<file path="src/rtl/pipeline_freeze_ctrl.sv">
// Pipeline freeze/flush controller for a 5-stage core with a slow SRAM port.
// A MEM-stage access freezes the whole pipeline until the SRAM answers or a
// wait budget runs out. Taken branches flush IF/ID and ID/EX. ID hazards
// stall the front end. Memory freeze has priority over branch flush, which
// has priority over the hazard stall.
//
// Parameters
//   TIMEOUT  maximum WAIT cycles tolerated per memory access
//   CNT_W    width of the freeze-cycle performance counter
// Ports
//   clk            clock; all state updates on the rising edge
//   rst            synchronous active-low reset
//   mem_req        MEM stage holds a load/store that needs the SRAM
//   sram_ready     SRAM completes the current access this cycle
//   branch_taken   EX stage resolved a taken branch
//   hazard         ID stage data hazard
//   freeze_*       hold the named pipeline register (combinational)
//   flush_*        load a NOP into the named pipeline register (combinational)
//   sram_req       registered access request to the SRAM side
//   busy           access in flight (state is not IDLE)
//   mem_timeout    sticky timeout error flag; cleared only by reset
//   freeze_cycles  saturating count of cycles with freeze_mem high
module pipeline_freeze_ctrl #(
    parameter logic [7:0]  TIMEOUT = 8'd255,
    parameter int unsigned CNT_W   = 16
) (
    input  logic             clk,
    input  logic             rst,
    input  logic             mem_req,
    input  logic             sram_ready,
    input  logic             branch_taken,
    input  logic             hazard,
    output logic             freeze_if,
    output logic             freeze_id,
    output logic             freeze_ex,
    output logic             freeze_mem,
    output logic             flush_if_id,
    output logic             flush_id_ex,
    output logic             sram_req,
    output logic             busy,
    output logic             mem_timeout,
    output logic [CNT_W-1:0] freeze_cycles
);

    localparam int unsigned WAIT_W       = 8;
    localparam logic [7:0]  TIMEOUT_LAST = TIMEOUT - 8'd1;

    typedef enum logic [1:0] {
        IDLE = 2'd0,
        WAIT = 2'd1,
        DONE = 2'd2
    } state_t;

    state_t              state;
    state_t              state_nxt;
    state_t              state_eff;
    logic                timeout_hit;
    logic                mem_freeze;
    logic [WAIT_W-1:0]   wait_count;

    // State register.
    always_ff @(posedge clk) begin
        if (!rst) begin
            state <= IDLE;
        end else begin
            state <= state_nxt;
        end
    end

    // Next-state logic; the wait budget is checked before this cycle's increment.
    always_comb begin
        state_nxt   = state;
        timeout_hit = 1'b0;
        case (state)
            IDLE: begin
                if (mem_req) begin
                    state_nxt = WAIT;
                end
            end
            WAIT: begin
                if (sram_ready) begin
                    state_nxt = DONE;
                end else if (wait_count == TIMEOUT_LAST) begin
                    state_nxt   = DONE;
                    timeout_hit = 1'b1;
                end
            end
            DONE: begin
                state_nxt = IDLE;
            end
            default: begin
                state_nxt = IDLE;
            end
        endcase
    end

    // While reset is held the control outputs behave as if the FSM were IDLE.
    always_comb begin
        state_eff = rst ? state : IDLE;
    end

    // Freeze/flush decode: memory freeze > branch flush > hazard stall.
    always_comb begin
        freeze_if   = 1'b0;
        freeze_id   = 1'b0;
        freeze_ex   = 1'b0;
        freeze_mem  = 1'b0;
        flush_if_id = 1'b0;
        flush_id_ex = 1'b0;
        mem_freeze  = ((state_eff == IDLE) && mem_req) || (state_eff == WAIT);
        busy        = (state_eff != IDLE);
        if (mem_freeze) begin
            // EX/ID are held, so branch/hazard stay stable and are seen later.
            freeze_if  = 1'b1;
            freeze_id  = 1'b1;
            freeze_ex  = 1'b1;
            freeze_mem = 1'b1;
        end else if (branch_taken) begin
            flush_if_id = 1'b1;
            flush_id_ex = 1'b1;
        end else if (hazard) begin
            freeze_if   = 1'b1;
            freeze_id   = 1'b1;
            flush_id_ex = 1'b1;
        end
    end

    // Wait counter: cleared on entry to WAIT, counts cycles without ready.
    always_ff @(posedge clk) begin
        if (!rst) begin
            wait_count <= '0;
        end else if ((state != WAIT) && (state_nxt == WAIT)) begin
            wait_count <= '0;
        end else if ((state == WAIT) && !sram_ready) begin
            wait_count <= wait_count + WAIT_W'(1);
        end
    end

    // SRAM request is high exactly in WAIT cycles.
    always_ff @(posedge clk) begin
        if (!rst) begin
            sram_req <= 1'b0;
        end else begin
            sram_req <= (state_nxt == WAIT);
        end
    end

    // Sticky timeout flag.
    always_ff @(posedge clk) begin
        if (!rst) begin
            mem_timeout <= 1'b0;
        end else if (timeout_hit) begin
            mem_timeout <= 1'b1;
        end
    end

    // Saturating freeze-cycle counter.
    always_ff @(posedge clk) begin
        if (!rst) begin
            freeze_cycles <= '0;
        end else if (mem_freeze && (freeze_cycles != {CNT_W{1'b1}})) begin
            freeze_cycles <= freeze_cycles + CNT_W'(1);
        end
    end

endmodule

</file>
<file path="config.mk">
export PLATFORM = sky130hd
export DESIGN_NAME = pipeline_freeze_ctrl
export DESIGN_NICKNAME = d
export VERILOG_FILES = /design/src/rtl/pipeline_freeze_ctrl.sv
export SDC_FILE = /design/constraint.sdc
export NUM_CORES = 1
export LEC_CHECK = 0
export CORE_MARGIN = 2
export CORE_UTILIZATION = 45
export DETAILED_ROUTE_END_ITERATION = 8
export HOLD_SLACK_MARGIN = 0.12
export PLACE_DENSITY = 0.82
export SYNTH_ARGS = -nofsm -noshare
export SYNTH_HDL_FRONTEND = slang
export SYNTH_SLANG_ARGS = --single-unit
export TNS_END_PERCENT = 5
</file>
<file path="constraint.sdc">
create_clock -name clk -period 2 [get_ports clk]
set_input_delay 0.2 -clock clk [delete_from_list [all_inputs] [get_ports clk]]
set_output_delay 0.2 -clock clk [all_outputs]
set_load 0.02 [all_outputs]
</file>
==> summary.md, run 1 <==
| Metric | Value |
|---|---|
| Die W | 60.38 µm |
| Routed Antenna Nets | 0 |
| Share of cells above drive strength 1 | 12.86% |
| Drt total wl | 3.388 mm |
| Worst setup EP type | primary output |
| Compound-Gate Fraction of Synth Area | 17.59% |
| Req. time, crit path | 1.80 ns |
| Clock Tree Buf Depth | 2 |
| Total number of vias | 1426 |
| Skew final | 0.008259 ns |
| CTS tree | yes |
| RSZ-0062 raised after global routing | no |
| Final Cycle Share | 96.24% |
| Post-synthesis mux area share | 2.100% |
| Setup-failing EPs final | 0 |
| Syn nets | 177 |
| Final HPWL DP | 2.556 mm |
| PnR Total Power | 0.9903 mW |
| Worst r2r src | freeze_cycles[4] |
| Worst hold-check path type | primary input to register |
| HP Start | sram_ready |
| Adder-cell area share of the yosys netlist | 2.625% |
| Max VDD drop | 348.4 µV |
| Post-route DRC | 0 |
| Fin util | 62.69% |
| Pwr/cell area | 521.7 nW/µm² |
| Post-synthesis sequential area ratio | 39.20% |
| Worst Hold Depth | 3 |
| Crit Path Class | primary input to primary output |
| Clock latency on the worst-skew pair | 0.32 ns |
| Xor/xnor share of the synthesized area | 3.675% |
| Critical path arrival | 1.72 ns |
| Design Area, Final | 1898 µm² |
| R2R setup slack | 0.12 ns |
| CTS Root Cell | clkbuf_4 |
| Most frequent cells after synthesis | dfxtp_1 (28), nand2_1 (17), nor2_1 (13), a21oi_1 (11), inv_1 (10) |
| Critical-path cell list | clkdlybuf4s50_1 -> buf_4 -> inv_1 -> nor2_1 -> clkdlybuf4s50_1 |
| Final Hold Vio Count | 0 |
| Router iterations before antenna repair | 4 |
| Synth area leaders | dfxtp_1 (39%), nand2_1 (4.5%), a21oi_1 (3.8%) |
| Max Cap Viol | 0 |
| Setup TNS | 0 ns |
| Least-Margin Pin Slew | 0.5588 ns |
| Placed Area | 1849 µm² |
| Yosys reg bits | 28 |
| Port bufs | 30 |
| Setup WS post-layout | 0.07515 ns |
| Leak | 0.7048 nW |
| Largest fanout on the critical path | 4 |
| Status | complete, no violations |
| Post-CTS Setup Inserts | 0 |
| Fraction of registers with async set/reset | 0% |
| Hold endpoint | state[1] |
| Post-cts hold buffer count | 0 |
| Gate Count Post-Synth | 168 |
| Fill cell count | 251 |
| Synth Warn # | 0 |
| Synth Flop Type | dfxtp_1 |
| Die Y | 60.38 µm |
| Share of the synthesized area in the top cell type | 39.20% |
| Die area | 3645 µm² |
| Synth area leader | dfxtp_1 |
| Iteration-0 DRC Markers | 103 |
| Fmax | 519.5 MHz |
| Vias per cell | 5.614 |
| Largest family of logic cells by synthesized area | simple AND/OR/NAND/NOR gates |
| Core area | 3028 µm² |
| Crit path time final | 1.925 ns |
| I/O Pins | 31 |
| Cell area after synthesis | 1430 µm² |
| Nets | 220 |
| Antenna cells | 0 |
| All-Layer GR Usage | 19.55% |
| Vias in the first global route | 1274 |
| Number of CTS-inserted buffers | 3 |
| Relative slew slack | 62.50% |
| R2R Path End | freeze_cycles[15] |
| Layout area overhead | 32.72% |
| WL/cell | 13.34 µm |
| Site Rows | 20 |
| Largest net degree at the start of global routing | 16 |
| Pre-CTS WS | -0.01857 ns |
| CP max stage delay | 0.62 ns |
| Mapped Avg Cell Area | 8.513 µm² |
| Slowest CP cell | clkdlybuf4s50_1 |
| Simple-Gate Fraction of Synth Area | 29.31% |
| Initial antenna violation count | 0 |
| R2R depth | 4 |
| Clock-pin slew on the worst setup and hold paths | 0.14 ns |
| Netlist cell types | 42 |
| Worst setup SP type | primary input |
| CP most frequent cell | clkdlybuf4s50_1 |
| Number of clock sinks | 28 |
| EDFF count, synth | 0 |
| First-pass GRT wire length | 5.492 mm |
| Most numerous cell in the Yosys netlist | dfxtp_1 |
| Final Max Slew Viols | 0 |
| Initial Util | 47.23% |
| RD Place Congestion | 0.8389 |
| H-tree depth | 1 |
| GR Overflow Total | 0 |
cell usage in the layout, fill, tap and decap left out, types with 4 or more instances in the layout:
| cell | Yosys | layout |
|---|---|---|
| nand2_1 | 17 | 17 |
| dfxtp_1 | 28 | 27 |
| or4_1 | 6 | 6 |
| a21oi_1 | 11 | 11 |
| nor4_1 | 4 | 4 |
| buf_4 | 3 | 14 |
| inv_1 | 10 | 10 |
| dlymetal6s2s_1 | 0 | 5 |
| nand2b_1 | 4 | 4 |
| o31ai_1 | 6 | 6 |
| clkdlybuf4s50_1 | 0 | 24 |
| nand3_1 | 7 | 7 |
| nand4_1 | 7 | 7 |
| nor3_1 | 4 | 4 |
| nor2_1 | 13 | 13 |
through the flow:
stage          std cells  hold WS, ns
2_1_floorplan        168       0.3312
3_3_place_gp         250       0.4517
3_5_place_dp         250       0.4657
4_1_cts              254       0.4543
5_1_grt              254       0.4675
6_report             254       0.4667
registers in the layout (all words and copies together), names as in the netlist:
name,cells
sram_req,1
freeze_cycles,16
wait_count,8
state,2
mem_timeout,1
area by class of cell:
class                           instances  area [µm²]  share of cell area [%]
Clock buffer                            4       36.28                   1.912
Timing Repair Buffer                   44       416.7                   21.95
Multi-Input combinational cell        124       790.8                   41.66
Sequential cell                        28       561.8                   29.60
Tap cell                               44       55.05                   2.900
Inverter                               10       37.54                   1.978
how the worst max path moves through the flow:
stage	slack (ns)	cells after the start	end	start
finish	0.08	5	busy	rst
global placement	0.03	6	flush_id_ex	rst
detailed placement	-0.02	6	flush_id_ex	rst
global route	0.006	5	busy	rst
CTS	0.006	5	freeze_if	rst
floorplan	0.09	4	freeze_cycles[15]	freeze_cycles[2]
kinds of logic after synthesis:
logic type / after synthesis
flops: 28
fa+ha+maj: 3
mux: 3
buf+inv: 16
compound gates: 37
xor+xnor: 6
simple gates: 75
power by group:
part	internal (mW)	leakage, nW	switching [mW]
Clock	0.111	0.0210	0.162
Combinational	0.0634	0.457	0.0734
Sequential	0.569	0.227	0.0117
Total	0.743	0.705	0.247
worst max-delay path: cells and delay by family:
kind	cells	cell delay, ns
buffers and inverters	4	1.39
AND/OR/NAND/NOR	1	0.13
repair_timing:
| item | in CTS | in global routing |
|---|---|---|
| gates cloned | 0 | 0 |
| setup endpoints to repair | 1 | 5 |
| gates resized for setup | 2 | 5 |
layer usage:
layer	up-vias	share of wire [%]	track usage [%]
met3	4	4.9	2.772
met5	-	0	0
met4	0	0.59	8.254
met2	39	52	35.40
li1	706	-	-
met1	677	42	22.94
Note: power is estimated with default switching activity, not from simulation.
==> run 2, diff against run 1 <==
CORE_ASPECT_RATIO = 0.6   (was default)
CORE_MARGIN = default   (was 2)
clock period = 2.2 ns   (was 2 ns; I/O delays follow)
==> run 2 against run 1 <==
Against the previous run: flip-flop and latch count stayed put; setup slack gained 0.073 ns; register-to-register slack better by 0.14 ns.
==> summary.md, run 2 (synthesis results as in run 1) <==
| Metric | Value |
|---|---|
| Initial Util | 48.54% |
| Post-cts hold buffer count | 0 |
| Router iterations before antenna repair | 5 |
| Vias in the first global route | 1232 |
| Final HPWL DP | 2.688 mm |
| Site Rows | 15 |
| Crit path time final | 2.052 ns |
| Clock Tree Buf Depth | 2 |
| Post-route DRC | 0 |
| Skew final | 0.007132 ns |
| Core area | 2947 µm² |
| Vias per cell | 5.816 |
| Number of clock sinks | 28 |
| Critical path arrival | 1.83 ns |
| Largest registers | freeze_cycles x16, wait_count x8, state x2 |
| Worst setup EP type | primary output |
| Status | complete, no violations |
| CTS tree | yes |
| Post-CTS sizing | 0 |
| Req. time, crit path | 1.98 ns |
| Fmax | 487.4 MHz |
| Worst Hold Depth | 1 |
| Max VDD drop | 322.1 µV |
| Final Hold Vio Count | 0 |
| Final Max Slew Viols | 0 |
| Initial antenna violation count | 0 |
| Largest fanout on the critical path | 4 |
| Iteration-0 DRC Markers | 140 |
| Largest net degree at the start of global routing | 16 |
| R2R depth | 4 |
| GR Overflow Total | 0 |
| Final Cycle Share | 93.26% |
| Die area | 3415 µm² |
| Worst hold-check path type | register to register |
| RSZ-0062 raised after global routing | no |
| Clock-pin slew on the worst setup and hold paths | 0.09 ns |
| Routed Antenna Nets | 0 |
| Leak | 0.6325 nW |
| Commonest cells after routing, fill and taps aside | clkdlybuf4s50_1 (30), dfxtp_1 (28), nand2_1 (17) |
| HP Start | mem_timeout |
| Worst r2r src | freeze_cycles[2] |
| All-Layer GR Usage | 22.08% |
| Pwr/cell area | 519.7 nW/µm² |
| Nets | 213 |
| Die W | 74.78 µm |
| Least-Margin Pin Slew | 0.7503 ns |
| Clock latency on the worst-skew pair | 0.27 ns |
| R2R setup slack | 0.26 ns |
| Die Y | 45.67 µm |
| Setup TNS | 0 ns |
| Most common cell after layout, fill and taps aside | clkdlybuf4s50_1 |
| Drt total wl | 3.513 mm |
| Number of CTS-inserted buffers | 3 |
| Crit Path Class | primary input to primary output |
| RD Place Congestion | 0.9151 |
| Port bufs | 30 |
| Share of cells above drive strength 1 | 9.360% |
| R2R Path End | freeze_cycles[15] |
| Antenna cells | 0 |
| Total number of vias | 1425 |
| Most flop-heavy register | freeze_cycles |
| CTS Root Cell | clkbuf_8 |
| WL/cell | 14.34 µm |
| Relative slew slack | 49.52% |
| Hold endpoint | mem_timeout |
| Max Cap Viol | 0 |
| I/O Pins | 31 |
| Hold WS | 0.5050 ns |
| Layout area overhead | 29.31% |
| Worst setup SP type | primary input |
| Max FFs per register | 16 |
| First-pass GRT wire length | 5.651 mm |
| Setup-failing EPs final | 0 |
| H-tree depth | 1 |
| Post-CTS Setup Inserts | 0 |
| Fin util | 62.76% |
## run 2: cell types whose count changed in the layout (fill, tap and decap cells not counted), sizes merged
cell / before / now
dlymetal6s2s: 5 / 0
buf: 14 / 7
dlygate4sd2: 1 / 0
clkdlybuf4s50: 24 / 30
## run 2: final cells by class
| cell class | count | area [µm²] |
|---|---|---|
| Fill cell | 257 | 1097 |
| Multi-Input combinational cell | 124 | 790.8 |
| Sequential cell | 28 | 560.5 |
| Timing Repair Buffer | 37 | 352.8 |
| Clock buffer | 4 | 55.05 |
| Tap cell | 42 | 52.55 |
| Inverter | 10 | 37.54 |
## run 2: through the flow
stage                     worst slack [ns]  total power, mW  area [µm²]  cells
after CTS                           0.1347           0.9657        1849    245
after global routing               0.02706            1.005        1849    245
after global placement              0.1808           0.6564        1794    241
final                               0.1482           0.9610        1849    245
after floorplan                     0.2902           0.6059        1430    168
after detailed placement            0.1418           0.6604        1794    241
## run 2: critical path: stages
cell	delay [ns]
clkdlybuf4s50_1	0.48
a21o_1	0.24
nand2_1	0.12
inv_1	0.08
nor2_1	0.10
clkdlybuf4s50_1	0.60
## run 2: how the worst max path moves through the flow
stage | from | to | depth (start not counted)
global route | rst | freeze_id | 5
CTS | rst | freeze_id | 5
detailed placement | rst | freeze_id | 5
floorplan | freeze_cycles[2] | freeze_cycles[15] | 4
finish | rst | flush_id_ex | 6
global placement | rst | flush_id_ex | 6
## run 2: layer usage
layer  part of all wire [%]  GRT usage [%]  up-vias
met5                      0              0        -
met4                   0.48          5.283        0
met3                    7.2          4.867        2
met2                     44          32.97       63
met1                     48          32.38      666
li1                       -              -      694
## run 2: where the power goes
part           internal, mW  switching, mW
sequential            0.516         0.0105
combinational        0.0570         0.0660
clock                 0.160          0.151
total                 0.733          0.228
==> run 3, diff against run 2 <==
CORE_UTILIZATION = 50   (was 45)
GPL_TIMING_DRIVEN = 0   (was default)
PLACE_DENSITY = 0.89   (was 0.82)
SKIP_LAST_GASP = 1   (was default)
==> run 3 against run 2 <==
Against the previous run: the run now ends with design-rule violations left; clock-buffer cell count stayed put; sequential share of layout area grew 0.42 points; cell area fell by 1.4%; die area is 9.7% lower; critical endpoint is now freeze_if; highest routed layer unchanged.
==> summary.md, run 3 (synthesis results as in run 1) <==
| Metric | Value |
|---|---|
| Critical-path cell list | a21o_1 -> nand2_1 -> o21ai_0 -> buf_4 -> clkdlybuf4s50_1 |
| All-Layer GR Usage | 27.79% |
| Max VDD drop | 343.8 µV |
| Drt total wl | 3.906 mm |
| R2R depth | 4 |
| HP Start | mem_timeout |
| Routed Antenna Nets | 0 |
| CP max stage delay | 0.58 ns |
| Total number of vias | 1473 |
| Share of cells above drive strength 1 | 7.921% |
| Clock Tree Buf Depth | 2 |
| RSZ-0062 raised after global routing | no |
| Skew final | 0.005699 ns |
| Hold endpoint | mem_timeout |
| First-pass GRT wire length | 6.610 mm |
| Final Cycle Share | 94.52% |
| Setup-failing EPs final | 0 |
| Final Max Slew Viols | 0 |
| Max Cap Viol | 0 |
| Register Area | 560.5 µm² |
| GR Overflow Total | 0 |
| Max FFs per register | 16 |
| PnR Total Power | 0.9712 mW |
| Layout area overhead | 27.56% |
| Worst setup EP type | primary output |
| Die W | 71.05 µm |
| Largest registers | freeze_cycles x16, wait_count x8, state x2 |
| CTS tree | yes |
| Post-CTS Setup Inserts | 0 |
| Worst hold-check path type | register to register |
| Most common cell after layout, fill and taps aside | clkdlybuf4s50_1 |
| Setup WS post-layout | 0.1206 ns |
| Number of CTS-inserted buffers | 3 |
| Die Y | 43.43 µm |
| Clock latency on the worst-skew pair | 0.28 ns |
| H-tree depth | 1 |
| Final HPWL DP | 2.800 mm |
| Least-Margin Pin Slew | 0.8729 ns |
| R2R setup slack | 0.21 ns |
| Multi-input gate area | 790.8 µm² |
| Status | finished, violations left |
| Leak | 0.6222 nW |
| Worst Hold Depth | 1 |
| Crit Path Class | register to primary output |
| Port bufs | 30 |
| WL/cell | 16.69 µm |
| Failing checks | design-rule violations |
| I/O Pins | 31 |
| Crit path time final | 2.079 ns |
| Most flop-heavy register | freeze_cycles |
| Number of clock sinks | 28 |
| Layout Cells excl Fill | 234 |
| Post-route DRC | 3 |
| Largest net degree at the start of global routing | 16 |
| Vias in the first global route | 1387 |
| Slowest CP cell | clkdlybuf4s50_1 |
| Clock-pin slew on the worst setup and hold paths | 0.09 ns |
| Core area | 2610 µm² |
| Largest fanout on the critical path | 5 |
| CTS Root Cell | clkbuf_8 |
| Pre-CTS WS | -0.09779 ns |
| Hold WS | 0.4863 ns |
| Design Area, Final | 1824 µm² |
| Worst setup SP type | register |
| Worst r2r src | freeze_cycles[2] |
| RD Place Congestion | 0.8311 |
| Nets | 212 |
| Placed insts | 230 |
| Fill cell count | 203 |
| Relative slew slack | 41.68% |
| Placed Area | 1770 µm² |
| Initial Util | 54.79% |
| Commonest cells after routing, fill and taps aside | clkdlybuf4s50_1 (29), dfxtp_1 (28), nand2_1 (17) |
| Critical path arrival | 1.86 ns |
| Vias per cell | 6.295 |
| Initial antenna violation count | 0 |
| Router iterations before antenna repair | 7 |
| Pwr/cell area | 532.4 nW/µm² |
| Die area | 3085 µm² |
| Req. time, crit path | 1.98 ns |
| Final Hold Vio Count | 0 |
| Iteration-0 DRC Markers | 168 |
| Fin util | 69.89% |
| Site Rows | 14 |
| R2R Path End | freeze_cycles[15] |
| Setup TNS | 0 ns |
| Fmax | 480.9 MHz |
| Antenna cells | 0 |
[run 3: cell count changes in the layout (fill, tap and decap cells not counted)]
cell	delta
buf_4	-4
buf_6	+1
clkbuf_1	+2
clkdlybuf4s50_1	-1
dlygate4sd2_1	+1
[run 3: worst max path at each step]
stage	from	end	slack [ns]
2_1_floorplan	freeze_cycles[2]	freeze_cycles[15]	0.29
3_3_place_gp	rst	freeze_if	-0.05
3_5_place_dp	rst	freeze_if	-0.1
4_1_cts	state[0]	freeze_if	0.12
5_1_grt	freeze_cycles[0]	freeze_cycles[5]	0.008
6_report	state[0]	freeze_if	0.12
[run 3: final cells by class]
type                            count  area share (%)
Buffer                              6           2.263
Clock buffer                        4           3.018
Inverter                           10           2.058
Multi-Input combinational cell    124           43.35
Sequential cell                    28           30.73
Tap cell                           32           2.195
Timing Repair Buffer               30           16.39
[run 3: repair_timing]
action / 4_1_cts / 5_1_grt
setup endpoints to repair: 4 / 0
hold buffers: 0 / 0
gates resized for setup: 1 / 0
[run 3: power breakdown]
group / leakage (nW) / switching [mW] / internal, mW
combinational: 0.367 / 0.0683 / 0.0566
clock: 0.0288 / 0.158 / 0.160
sequential: 0.227 / 0.0115 / 0.516
[run 3: routing by layer]
metal	vias up	track usage (%)	share of wire, %
met5	-	0	0
met3	8	7.442	9.6
li1	690	-	-
met4	0	10.40	1.6
met2	76	45.77	46
met1	699	35.75	43
[run 3: worst max-delay path, delay by kind of cell, from the launching register on]
| family | cells | cell delay (ns) |
|---|---|---|
| DFF | 1 | 0.40 |
| buffers and inverters | 2 | 0.73 |
| AOI/OAI and AO/OA | 2 | 0.32 |
| and+or+nand+nor | 1 | 0.13 |
